--- config.mk ---
export PLATFORM = sky130hd
export DESIGN_NAME = gng_uart_tx
export DESIGN_NICKNAME = d
export VERILOG_FILES = /design/src/rtl/gng_uart_tx.sv
export SDC_FILE = /design/constraint.sdc
export NUM_CORES = 1
export LEC_CHECK = 0
export CAP_MARGIN = 20
export CORE_MARGIN = 2
export CORE_UTILIZATION = 57
export CTS_CLUSTER_SIZE = 40
export DETAILED_ROUTE_END_ITERATION = 8
export DONT_BUFFER_PORTS = 1
export PLACE_DENSITY = 0.79
export SYNTH_ARGS = -nofsm -noshare
export SYNTH_HDL_FRONTEND = slang
export SYNTH_SLANG_ARGS = --single-unit
--- constraint.sdc ---
create_clock -name clk -period 3.2 [get_ports clk]
set_input_delay 0.32 -clock clk [delete_from_list [all_inputs] [get_ports clk]]
set_output_delay 0.32 -clock clk [all_outputs]
set_load 0.1 [all_outputs]
--- src/rtl/gng_uart_tx.sv ---
// Serialises 16-bit noise samples as two 8N1 UART frames (low byte first) on txd, via a small sample FIFO.
// Latency: a sample written into an empty FIFO at edge N drives the start bit at edge N+1; one sample = 20 bit periods.
// Backpressure: none upstream; a write into a full FIFO is dropped and sets the sticky overflow flag.
// Ports: clk/reset (async active-high); valid_in/data_in sample stream; cfg_enable gates new samples;
//        cfg_baud_div = clk cycles per bit (values below 2 act as 2); txd idle-high serial output;
//        busy = serialiser active; overflow = sticky drop flag; fifo_level = queued sample count.
module gng_uart_tx #(
   parameter int FIFO_DEPTH = 8,
   parameter int DATA_W     = 16
) (
   input  logic                          clk,
   input  logic                          reset,
   input  logic                          valid_in,
   input  logic [DATA_W-1:0]             data_in,
   input  logic                          cfg_enable,
   input  logic [15:0]                   cfg_baud_div,
   output logic                          txd,
   output logic                          busy,
   output logic                          overflow,
   output logic [$clog2(FIFO_DEPTH):0]   fifo_level
);

   localparam int AW    = $clog2(FIFO_DEPTH);
   localparam int LVL_W = AW + 1;
   localparam logic [LVL_W-1:0] FULL_LVL = LVL_W'(FIFO_DEPTH);

   typedef enum logic [1:0] {S_IDLE, S_START, S_DATA, S_STOP} state_t;

   // ---------------- sample FIFO ----------------
   logic [DATA_W-1:0] mem [FIFO_DEPTH];
   logic [AW-1:0]     wr_ptr, rd_ptr;
   logic              fifo_empty, fifo_full, fifo_push, fifo_pop;
   logic [DATA_W-1:0] fifo_head;

   assign fifo_empty = (fifo_level == '0);
   assign fifo_full  = (fifo_level == FULL_LVL);
   assign fifo_head  = mem[rd_ptr];
   // Fullness is judged before any pop in the same cycle, so a write at full is always dropped.
   assign fifo_push  = valid_in && !fifo_full;

   always_ff @(posedge clk) begin
      if (fifo_push) begin
         mem[wr_ptr] <= data_in;
      end
   end

   always_ff @(posedge clk or posedge reset) begin
      if (reset) begin
         wr_ptr     <= '0;
         rd_ptr     <= '0;
         fifo_level <= '0;
         overflow   <= 1'b0;
      end else begin
         if (fifo_push) wr_ptr <= wr_ptr + AW'(1);
         if (fifo_pop)  rd_ptr <= rd_ptr + AW'(1);
         case ({fifo_push, fifo_pop})
            2'b10:   fifo_level <= fifo_level + LVL_W'(1);
            2'b01:   fifo_level <= fifo_level - LVL_W'(1);
            default: fifo_level <= fifo_level;
         endcase
         if (valid_in && fifo_full) overflow <= 1'b1;
      end
   end

   // ---------------- serialiser ----------------
   state_t            state;
   logic [15:0]       baud_cnt;
   logic [2:0]        bit_idx;
   logic              byte_sel;
   logic [DATA_W-1:0] hold;
   logic [15:0]       bit_load;
   logic [7:0]        cur_byte;
   logic              bit_done;

   // Bit period is clamped to 2 cycles minimum; the counter is loaded with P-1 at each bit start,
   // so cfg_baud_div changes only take effect on the following bit.
   assign bit_load = ((cfg_baud_div < 16'd2) ? 16'd2 : cfg_baud_div) - 16'd1;
   assign bit_done = (baud_cnt == 16'd0);
   assign cur_byte = byte_sel ? hold[15:8] : hold[7:0];

   // A new sample may start from IDLE, or straight out of the second byte's stop bit with no gap.
   assign fifo_pop = cfg_enable && !fifo_empty &&
                     ((state == S_IDLE) || ((state == S_STOP) && bit_done && byte_sel));

   always_ff @(posedge clk or posedge reset) begin
      if (reset) begin
         state    <= S_IDLE;
         txd      <= 1'b1;
         busy     <= 1'b0;
         baud_cnt <= 16'd0;
         bit_idx  <= 3'd0;
         byte_sel <= 1'b0;
         hold     <= '0;
      end else begin
         case (state)
            S_IDLE: begin
               if (fifo_pop) begin
                  hold     <= fifo_head;
                  byte_sel <= 1'b0;
                  txd      <= 1'b0;
                  busy     <= 1'b1;
                  baud_cnt <= bit_load;
                  state    <= S_START;
               end
            end
            S_START: begin
               if (bit_done) begin
                  bit_idx  <= 3'd0;
                  txd      <= cur_byte[0];
                  baud_cnt <= bit_load;
                  state    <= S_DATA;
               end else begin
                  baud_cnt <= baud_cnt - 16'd1;
               end
            end
            S_DATA: begin
               if (bit_done) begin
                  baud_cnt <= bit_load;
                  if (bit_idx == 3'd7) begin
                     txd   <= 1'b1;
                     state <= S_STOP;
                  end else begin
                     bit_idx <= bit_idx + 3'd1;
                     txd     <= cur_byte[bit_idx + 3'd1];
                  end
               end else begin
                  baud_cnt <= baud_cnt - 16'd1;
               end
            end
            S_STOP: begin
               if (bit_done) begin
                  if (!byte_sel) begin
                     byte_sel <= 1'b1;
                     txd      <= 1'b0;
                     baud_cnt <= bit_load;
                     state    <= S_START;
                  end else if (fifo_pop) begin
                     hold     <= fifo_head;
                     byte_sel <= 1'b0;
                     txd      <= 1'b0;
                     baud_cnt <= bit_load;
                     state    <= S_START;
                  end else begin
                     txd   <= 1'b1;
                     busy  <= 1'b0;
                     state <= S_IDLE;
                  end
               end else begin
                  baud_cnt <= baud_cnt - 16'd1;
               end
            end
            default: begin
               state <= S_IDLE;
               txd   <= 1'b1;
               busy  <= 1'b0;
            end
         endcase
      end
   end

endmodule

Word-level counts from Yosys, hierarchy flattened

Memory sizes are Yosys's and may differ from the RTL's.
Index checks and enable logic that the tools add are counted.

RAM bits: 128
Output and inout port bits: 7
Word-level logic and storage cells: 102
Input bits: 36
Bits in registers: 51
Latch bits: 0
Bits in read-only memories: 0
Memories: 1

Shift operators: 0
Magnitude comparators: 2
Multiplexer cells: 44
Eq/ne operators: 15
$mul: 0
Divide/modulo/power cells: 0
Bitwise logic cells: 0
Add/subtract/negate cells: 7
Reduce and logical (&&, ||, !) cells: 22

Memories:

| name | words | width | read ports | clocked after Yosys merged registers in | wr ports | line | text |
|---|---|---|---|---|---|---|---|
| mem  | 8     | 16    | 1          | 0                                       | 1        | 30   | `logic [DATA_W-1:0] mem [FIFO_DEPTH];` |

Operator list:

| operator              | count |
|---|---|
| $mux 16               | 8 |
| $pmux 16 s3           | 1 |
| $pmux 16 s2           | 1 |
| $sub 16x1->16 const B | 2 |
| $mux 1                | 18 |
| $logic_not 16->1      | 1 |
| $lt 16x2->1 const B   | 1 |
| $ne 2x2->1 const B    | 8 |
| $mux 2                | 5 |
| $reduce_and 5->1      | 2 |
| $add 3x1->3 const B   | 3 |
| $mux 3                | 3 |
| $mux 8                | 1 |
| $pmux 2 s4            | 1 |
| $pmux 4 s2            | 1 |
| $reduce_and 4->1      | 2 |
| $eq 2x2->1 const B    | 3 |
| $logic_and 1x1->1     | 6 |
| $pmux 3 s2            | 1 |
| $reduce_and 3->1      | 2 |
| $reduce_bool 2->1     | 3 |
| $add 4x1->4 const B   | 1 |
| $eq 2x1->1 const B    | 2 |
| $eq 4x4->1 const B    | 1 |
| 11 further kinds      | 13 |

Longest topological paths before layout

Gate-level depths: netlist (run 1).

Word-level depth: 9
Gate-level depth with buffers: 15
Mapped depth without buffers: 13

Worst setup path before layout (run 1)

Ideal clock, no wire load.

Kind: reg2reg
Start: register fifo_level[0]
End: memory mem[1][0] (enable)
Path buffers: 0
Library setup time: 0.436 ns
Arrival time: 3.384 ns
Period minus slack after synthesis: 3.820 ns
Stages on the path, launching flop included: 6
Required time: 2.764 ns
Path slack: -0.620 ns
Cell sequence: dfrtp_1 nor3_1 nand2_1 and2_1 inv_1 nor4b_1

Word-level cells in the longest chain between the ends: 5

RTL lines:

| element                      | line | text |
|---|---|---|
| start, declared              | 20   | `output logic [$clog2(FIFO_DEPTH):0] fifo_level` |
| start signal, assigned       | 57   | `2'b10: fifo_level <= fifo_level + LVL_W'(1);` |
| start signal, assigned       | 58   | `2'b01: fifo_level <= fifo_level - LVL_W'(1);` |
| start signal, assigned       | 59   | `default: fifo_level <= fifo_level;` |
| $eq 4x4->1                   | 36   | `assign fifo_full = (fifo_level == FULL_LVL);` |
| $logic_not 1->1              | 39   | `assign fifo_push = valid_in && !fifo_full;` |
| $logic_and 1x1->1            | 39   |  |
| $mux 1                       | 42   | `if (fifo_push) begin` |
| $mux 1 (implied by the code) | 43   | `mem[wr_ptr] <= data_in;` |
| end, declared                | 30   |  |

No other way between the ends.

Final worst setup path (run 1)

Start: register baud_cnt[0]
End: register fifo_level[3]

Word-level cells in the longest chain between the ends: 7
Elaborated cells on any way between the ends: 9
Classes of those cells: eq/ne: 2; mux: 1; reduce/logical: 6

RTL lines:

| element                                         | line | text |
|---|---|---|
| start, declared                                 | 67   | `logic [15:0] baud_cnt;` |
| start signal, assigned                          | 102  | `baud_cnt <= bit_load;` |
| start signal, assigned                          | 110  | `baud_cnt <= bit_load;` |
| start signal, assigned                          | 113  | `baud_cnt <= baud_cnt - 16'd1;` |
| $logic_not 16->1 *                              | 78   | `assign bit_done = (baud_cnt == 16'd0);` |
| $logic_and 1x1->1 * (2 in a row)                | 83   | `((state == S_IDLE) \|\| ((state == S_STOP) && bit_done && byte_sel));` |
| $logic_or 1x1->1 *                              | 83   |  |
| $logic_and 1x1->1 *                             | 82   | `assign fifo_pop = cfg_enable && !fifo_empty &&` |
| $eq 2x1->1 or $eq 2x2->1 (tied branches)        | 56   | `case ({fifo_push, fifo_pop})` |
| $pmux 4 s2 or $reduce_bool 2->1 (tied branches) | -    |  |

Every way passes the cells marked *; elsewhere a longest branch is shown, timed or not.
A chain may end at the register's enable or synchronous reset.

==> results.json, run 1 <==
{
  "nNetsFinal": 697,
  "total_routing_usage_gr_pct": 24.2,
  "die_height_um": 126,
  "root_cell_of_the_clock_tree": "sky130_fd_sc_hd__clkbuf_16",
  "library_cell_with_the_highest_instance_count_after_synthesis": "sky130_fd_sc_hd__edfxtp_1",
  "slew_viol_final": 0,
  "clock_buffer_count_from_cts": 17,
  "hold_path.startpoint": "valid_in",
  "fin_skew_ns": 0.00967,
  "synth_enable_flop_cells": 128,
  "hold-worst-slack_ns": 0.0468,
  "ys_seq_elements": 179,
  "synth_sequential_area_ratio_pct": 60.5,
  "place_congestion": 0.909,
  "syn_to_final_growth_pct": 13.2,
  "floorplan.die.width_um": 126,
  "grt_first_pass_wirelength_um": 29400,
  "antenna-diode-count": 0,
  "p_leak_uw": 0.00334,
  "route.detailed.vias_per_inst": 6.38,
  "setup.worst_path.class": "reg2reg",
  "path_cells": "inv_1 > ha_1 > or3b_2 > nor3_4 > a31oi_4 > inv_4 > ha_1 > ha_1 > a21o_1 > a21oi_1 > xnor2_1 > nor2_1 > xor2_1",
  "rows": 44,
  "timing.hold.worst_path_depth": 1,
  "setup_repair_after_global_routing_missed_its_margin": "no",
  "yosys_warnings": 0,
  "design.portCount": 43,
  "detailedRoute.firstIterationViolations": 566,
  "num_vias": 5388,
  "power_frac_comb_pct": 19.7,
  "placed_cells": 795,
  "overflow_left_after_global_routing": 0,
  "post_drt_wl_per_cell_um": 21.2,
  "timing.rr.start": "baud_cnt[0]",
  "finish.utilization_pct": 65.9,
  "critical_path.most_common_cell": "sky130_fd_sc_hd__ha_1",
  "worst_slew_margin_rel_pct": 29.7,
  "ir_worst_vdd_uv": 484,
  "die_area_sq_mm": 0.0158,
  "reg2reg_to": "fifo_level[3]",
  "syn-instance-count": 611,
  "post-route-period-util_pct": 92.0,
  "totalNegativeSetupSlack_ns": 0,
  "fill_cells": 1013,
  "numPortBuffers": 0,
  "post_route_drc": 0,
  "synthArstFlopShare_pct": 28.5,
  "status": "finished, final reports clean",
  "antenna_found_initial": 0,
  "layout-drive-gt1-share_pct": 19.8,
  "hold_viol_final": 0,
  "cp.required_ns": 3.50,
  "layout.cells.non_filler": 844,
  "ctsHtreeMaxLevel": 4,
  "post_synth_most_frequent_cells": "sky130_fd_sc_hd__edfxtp_1, sky130_fd_sc_hd__dfrtp_1, sky130_fd_sc_hd__nor2_1",
  "first_global_vias": 5599,
  "synthDominantAreaCellType": "sky130_fd_sc_hd__edfxtp_1",
  "seq_power_share_pct": 49.7,
  "r2r_slack_ns": 0.26,
  "setup.worst_path.start_class": "flop",
  "drt_pre_antenna_iters": 5,
  "worst_ep_arrival_time_ns": 3.25,
  "cts.repair.resized": 0,
  "min_path_type": "in2reg",
  "worst_hold_path.endpoint": "overflow",
  "pwr-share-clk_pct": 30.6,
  "final-setup-viol-count": 0,
  "achievable-frequency_mhz": 340,
  "hpwlAfterDp_um": 11600,
  "max-cap-violations": 0,
  "p_sw_share_pct": 32.2,
  "cp_slowest_cell": "sky130_fd_sc_hd__or3b_2",
  "worst-path-buf-inv": 2,
  "reg2reg_depth": 13,
  "pwr_density_cell_mw_per_mm2": 677,
  "cts.sink_count": 179,
  "worstMarginPinSlew_ns": 1.05,
  "post_synth_instance_area_sq_mm": 0.00846,
  "tritoncts": "done",
  "drt_wl_total_um": 17900,
  "synth_area_leaders": "sky130_fd_sc_hd__edfxtp_1, sky130_fd_sc_hd__dfrtp_1, sky130_fd_sc_hd__mux4_2",
  "avgSynthCellArea_sq_um": 13.8,
  "timing.critical_path.fanout_max": 7,
  "clockBufferDepth": 2,
  "critical-path-top-delay-family": "simple AND/OR/NAND/NOR gates",
  "power.total_uw": 6490,
  "yosys.cell_types.count": 69,
  "worstSetupEndpointType": "flop",
  "final.min_clock_period_ns": 2.94,
  "grt_start_max_net_pins": 35,
  "synth_nets": 661,
  "synth_largest_type_area_fraction_pct": 45.4,
  "start_util_pct": 58.2,
  "final_antenna_net_count": 0,
  "clock_latency_ns": 0.43,
  "power.net_switching_uw": 2090,
  "cts.clk_slew.worst_paths_ns": 0.07,
  "p_int_uw": 4390,
  "cp_slowest_stage_delay_ns": 0.54,
  "synth_flop_cell": "sky130_fd_sc_hd__edfxtp_1",
  "floorplan.core_area_sq_mm": 0.0145
}
==> through the flow <==
stage,area (sq um),worst slack (ns)
final,9580,0.256
after global routing,9580,0.0655
after CTS,9580,0.256
after detailed placement,8840,0.285
after global placement,8840,0.300
after floorplan,8480,0.00310
==> layout make-up <==
| type | count | area (sq um) | area share (%) |
|---|---|---|---|
| Clock inverter | 14 | 138 | 1.44 |
| Clock buffer | 18 | 429 | 4.48 |
| Tap cell | 184 | 230 | 2.40 |
| Multi-Input combinational cell | 384 | 3180 | 33.2 |
| Inverter | 17 | 66.3 | 0.692 |
| Sequential cell | 179 | 5130 | 53.5 |
| Timing Repair Buffer | 48 | 415 | 4.34 |
==> state kept, by name, indices dropped and copies added, names as in the netlist <==
| register | flops |
|---|---|
| mem | 128 |
| baud_cnt | 16 |
| hold | 16 |
| fifo_level | 4 |
| bit_idx | 3 |
| rd_ptr | 3 |
| wr_ptr | 3 |
| state | 2 |
| busy | 1 |
| byte_sel | 1 |
| overflow | 1 |
| txd | 1 |
==> how the worst max path moves through the flow <==
stage	from	to	slack, ns	depth (start not counted)
6_report	baud_cnt[0]	fifo_level[3]	0.26	13
5_1_grt	baud_cnt[0]	fifo_level[3]	0.07	13
3_3_place_gp	cfg_baud_div[11]	baud_cnt[10]	0.30	12
4_1_cts	baud_cnt[0]	fifo_level[3]	0.26	13
2_1_floorplan	fifo_level[3]	fifo_level[3]	0.003	12
3_5_place_dp	baud_cnt[0]	fifo_level[3]	0.28	13
==> cells in the final DEF (no fill, tap or decap), types with 9 or more instances in the layout <==
| cell type | instances |
|---|---|
| sky130_fd_sc_hd__clkbuf_16 | 17 |
| sky130_fd_sc_hd__mux2i_1 | 25 |
| sky130_fd_sc_hd__nand3_1 | 9 |
| sky130_fd_sc_hd__xnor2_1 | 16 |
| sky130_fd_sc_hd__edfxtp_1 | 128 |
| sky130_fd_sc_hd__buf_4 | 30 |
| sky130_fd_sc_hd__a21oi_1 | 40 |
| sky130_fd_sc_hd__o21ai_0 | 19 |
| sky130_fd_sc_hd__dlygate4sd3_1 | 17 |
| sky130_fd_sc_hd__mux4_2 | 36 |
| sky130_fd_sc_hd__nor2_1 | 48 |
| sky130_fd_sc_hd__nor3_1 | 9 |
| sky130_fd_sc_hd__ha_1 | 13 |
| sky130_fd_sc_hd__dfrtp_1 | 46 |
| sky130_fd_sc_hd__inv_1 | 15 |
| sky130_fd_sc_hd__nand2_1 | 45 |
==> per-layer routing <==
metal  vias up  GRT usage, %  part of all wire (%)
met5         -             0                     0
met1      2717          30.9                    40
li1       2443             -                     -
met2       187          40.7                    52
met4         0          11.3                   3.1
met3        41          4.21                   4.2
==> cell families after synthesis <==
| logic type | after synthesis | synth area share, % |
|---|---|---|
| XOR/XNOR | 24 | 2.48 |
| AND/OR/NAND/NOR | 160 | 9.46 |
| AO/OA/AOI/OAI | 122 | 9.85 |
| buffers and inverters | 48 | 2.59 |
| flip-flops | 179 | 60.5 |
| adder cells (fa/ha/maj) | 14 | 2.16 |
| multiplexers | 64 | 12.9 |
==> power by group through the flow <==
stage               registers, uW  clock network [uW]  logic [uW]
floorplan                    3350                   0         773
global placement             3230                   0        1180
detailed placement           3260                   0        1240
CTS                          3220                2010        1280
global route                 3260                2090        1400
finish                       3220                1980        1280
==> timing repair <==
action,4_1_cts,5_1_grt
hold endpoints to repair,160,0
buffers inserted,0,0
hold buffers,17,0
(Power assumes the default switching activity.)
==> run 2: changes to the inputs <==
clock period = 2.6 ns   (was 3.2 ns; I/O delays follow)
==> run 2 against run 1 <==
Against the previous run:
- critical endpoint unchanged
- clock power increased by 31%
- critical path depth unchanged
- die area unchanged
- cell count rose by 2.8%
- sequential share of layout area decreased by 1.6 points
- count of clock-buffer cells in the layout rose by 1
- cell area rose by 3.2%
- the run now ends with setup timing left
- utilization rose by 2.1 points
- power increased by 28%
- fmax rose by 12%
- critical path type unchanged
==> results.json, run 2 (synthesis gave the netlist of run 1 again) <==
{
  "post_drt_wl_per_cell_um": 22.7,
  "worstMarginPinSlew_ns": 0.908,
  "overflow_left_after_global_routing": 0,
  "min_path_type": "in2reg",
  "achievable-frequency_mhz": 381,
  "cp.required_ns": 2.90,
  "final_common_cell": "sky130_fd_sc_hd__edfxtp_1",
  "largest_register_ff_count": 128,
  "antenna_found_initial": 0,
  "antenna-diode-count": 0,
  "grt_first_pass_wirelength_um": 31000,
  "hold_viol_final": 0,
  "final_antenna_net_count": 0,
  "hpwlAfterDp_um": 12100,
  "setup.worst_path.start_class": "flop",
  "finish.utilization_pct": 68.0,
  "pwr_density_cell_mw_per_mm2": 841,
  "clock_buffer_count_from_cts": 17,
  "final-setup-viol-count": 1,
  "die_area_sq_mm": 0.0158,
  "numPortBuffers": 0,
  "clock_latency_ns": 0.43,
  "floorplan.die.width_um": 126,
  "ctsHtreeMaxLevel": 4,
  "reg2reg_depth": 13,
  "tritoncts": "done",
  "r2r_slack_ns": -0.02,
  "drt_pre_antenna_iters": 6,
  "place_congestion": 0.899,
  "post-route-period-util_pct": 101,
  "fin_ws_ns": -0.0229,
  "post_route_drc": 0,
  "first_global_vias": 5670,
  "timing.critical_path.fanout_max": 3,
  "floorplan.core_area_sq_mm": 0.0145,
  "num_vias": 5539,
  "start_util_pct": 58.2,
  "nNetsFinal": 721,
  "stdcell_area_sq_mm": 0.00989,
  "failed_checks": "setup timing",
  "setup_repair_after_global_routing_missed_its_margin": "yes",
  "drt_wl_total_um": 19700,
  "route.detailed.vias_per_inst": 6.38,
  "setup.worst_path.start": "baud_cnt[0]",
  "layout-drive-gt1-share_pct": 24.6,
  "rows": 44,
  "worst_slew_margin_rel_pct": 39.5,
  "worst_ep_arrival_time_ns": 2.92,
  "clockBufferDepth": 2,
  "power.total_uw": 8310,
  "layout_top_registers": "mem (128), baud_cnt (16), hold (16)",
  "die_height_um": 126,
  "fill_cells": 973,
  "placed_area_sq_mm": 0.00907,
  "syn_to_final_growth_pct": 16.9,
  "cts.clk_slew.worst_paths_ns": 0.07,
  "ir_worst_vdd_uv": 550,
  "largest-register": "mem",
  "reg2reg_to": "fifo_level[3]",
  "hold_path.startpoint": "cfg_baud_div[8]",
  "timing.critical_path.to": "fifo_level[3]",
  "slew_viol_final": 0,
  "final.min_clock_period_ns": 2.62,
  "setup.worst_path.class": "reg2reg",
  "design.portCount": 43,
  "max-cap-violations": 0,
  "most-common-layout-cells": "sky130_fd_sc_hd__edfxtp_1, sky130_fd_sc_hd__buf_4, sky130_fd_sc_hd__nor2_1, sky130_fd_sc_hd__nand2_1, sky130_fd_sc_hd__dfrtp_1",
  "detailedRoute.firstIterationViolations": 503,
  "fin_skew_ns": 0.0115,
  "p_leak_uw": 0.00348,
  "root_cell_of_the_clock_tree": "sky130_fd_sc_hd__clkbuf_16",
  "grt_start_max_net_pins": 35,
  "status": "finished with violations",
  "worstSetupEndpointType": "flop",
  "cts.sink_count": 179,
  "timing.rr.start": "baud_cnt[0]",
  "total_routing_usage_gr_pct": 25.8
}
==> run 2: cell count changes in the layout (fill, tap and decap cells not counted), moves of 2 or more <==
cell / previous run / this run
sky130_fd_sc_hd__inv_2: 1 / 3
sky130_fd_sc_hd__inv_1: 15 / 13
sky130_fd_sc_hd__clkinv_8: 2 / 0
sky130_fd_sc_hd__bufinv_16: 0 / 2
sky130_fd_sc_hd__clkinv_1: 2 / 0
sky130_fd_sc_hd__nor2_1: 48 / 46
sky130_fd_sc_hd__buf_4: 30 / 52
sky130_fd_sc_hd__ha_4: 0 / 3
sky130_fd_sc_hd__ha_1: 13 / 10
sky130_fd_sc_hd__nor2_2: 1 / 3
==> run 2: area by class of cell <==
type,instances,area [sq um],share of cell area [%]
repair buffers,72,611,6.17
well taps,184,230,2.33
clock buffers,19,433,4.38
clock inverters,13,164,1.66
flip-flops and latches,179,5130,51.9
multi-input cells,384,3260,32.9
inverters,17,66.3,0.671
==> run 2: how the worst min path moves through the flow <==
| stage | endpoint | depth (start not counted) |
|---|---|---|
| 2_1_floorplan | mem[0][0] | 0 |
| 3_3_place_gp | busy | 1 |
| 3_5_place_dp | hold[9] | 1 |
| 4_1_cts | baud_cnt[8] | 3 |
| 5_1_grt | baud_cnt[8] | 3 |
| 6_report | baud_cnt[8] | 3 |
==> run 2: layer usage <==
layer / GRT usage [%] / vias to the layer above / routed length [um]
met3: 4.12 / 58 / 1020
met4: 13.1 / 0 / 719
li1: - / 2490 / -
met1: 32.4 / 2752 / 7770
met5: 0 / - / 0
met2: 43.8 / 239 / 10200
==> run 2: stage by stage <==
stage          worst slack [ns]  hold WS [ns]  std cells  setup TNS, ns
6_report                -0.0229         0.162        868        -0.0229
3_3_place_gp            -0.0493         0.162        815        -0.0502
3_5_place_dp             -0.144         0.171        815         -0.502
4_1_cts                  0.0130         0.146        865              0
5_1_grt                  -0.140         0.219        868         -0.140
2_1_floorplan            -0.273         0.359        611          -3.28
==> run 2: worst max-delay path, stage by stage, from the launching register on <==
cell and delay [ns]:
sky130_fd_sc_hd__dfrtp_1 0.39, sky130_fd_sc_hd__inv_2 0.09, sky130_fd_sc_hd__ha_4 0.13, sky130_fd_sc_hd__or3b_4 0.39
sky130_fd_sc_hd__nor3_4 0.24, sky130_fd_sc_hd__a31oi_4 0.14, sky130_fd_sc_hd__inv_4 0.09, sky130_fd_sc_hd__ha_4 0.15
sky130_fd_sc_hd__ha_4 0.19, sky130_fd_sc_hd__a21o_1 0.16, sky130_fd_sc_hd__a21oi_2 0.16, sky130_fd_sc_hd__xnor2_1 0.15
sky130_fd_sc_hd__nor2_1 0.07, sky130_fd_sc_hd__xor2_1 0.14
==> run 2: power by group <==
group	leakage (uW)	switching (uW)	total [uW]	internal [uW]
sequential	0.00181	388	3940	3550
clock	0.000293	1140	2600	1460
combinational	0.00138	1090	1780	686
==> run 2: what timing repair did <==
item | CTS | global route
pin swaps | 1 | 8
hold buffers | 18 | 0
endpoints found under the setup margin | 1 | 23
setup buffers | 0 | 3
gates resized for setup | 0 | 4
endpoints found under the hold margin | 143 | 0
cloned | 0 | 0
==> run 3: changes to the inputs <==
TNS_END_PERCENT = 100   (was not set)
==> results of run 3 <==
The final DEF is identical to that of run 2; final timing and power are the same.
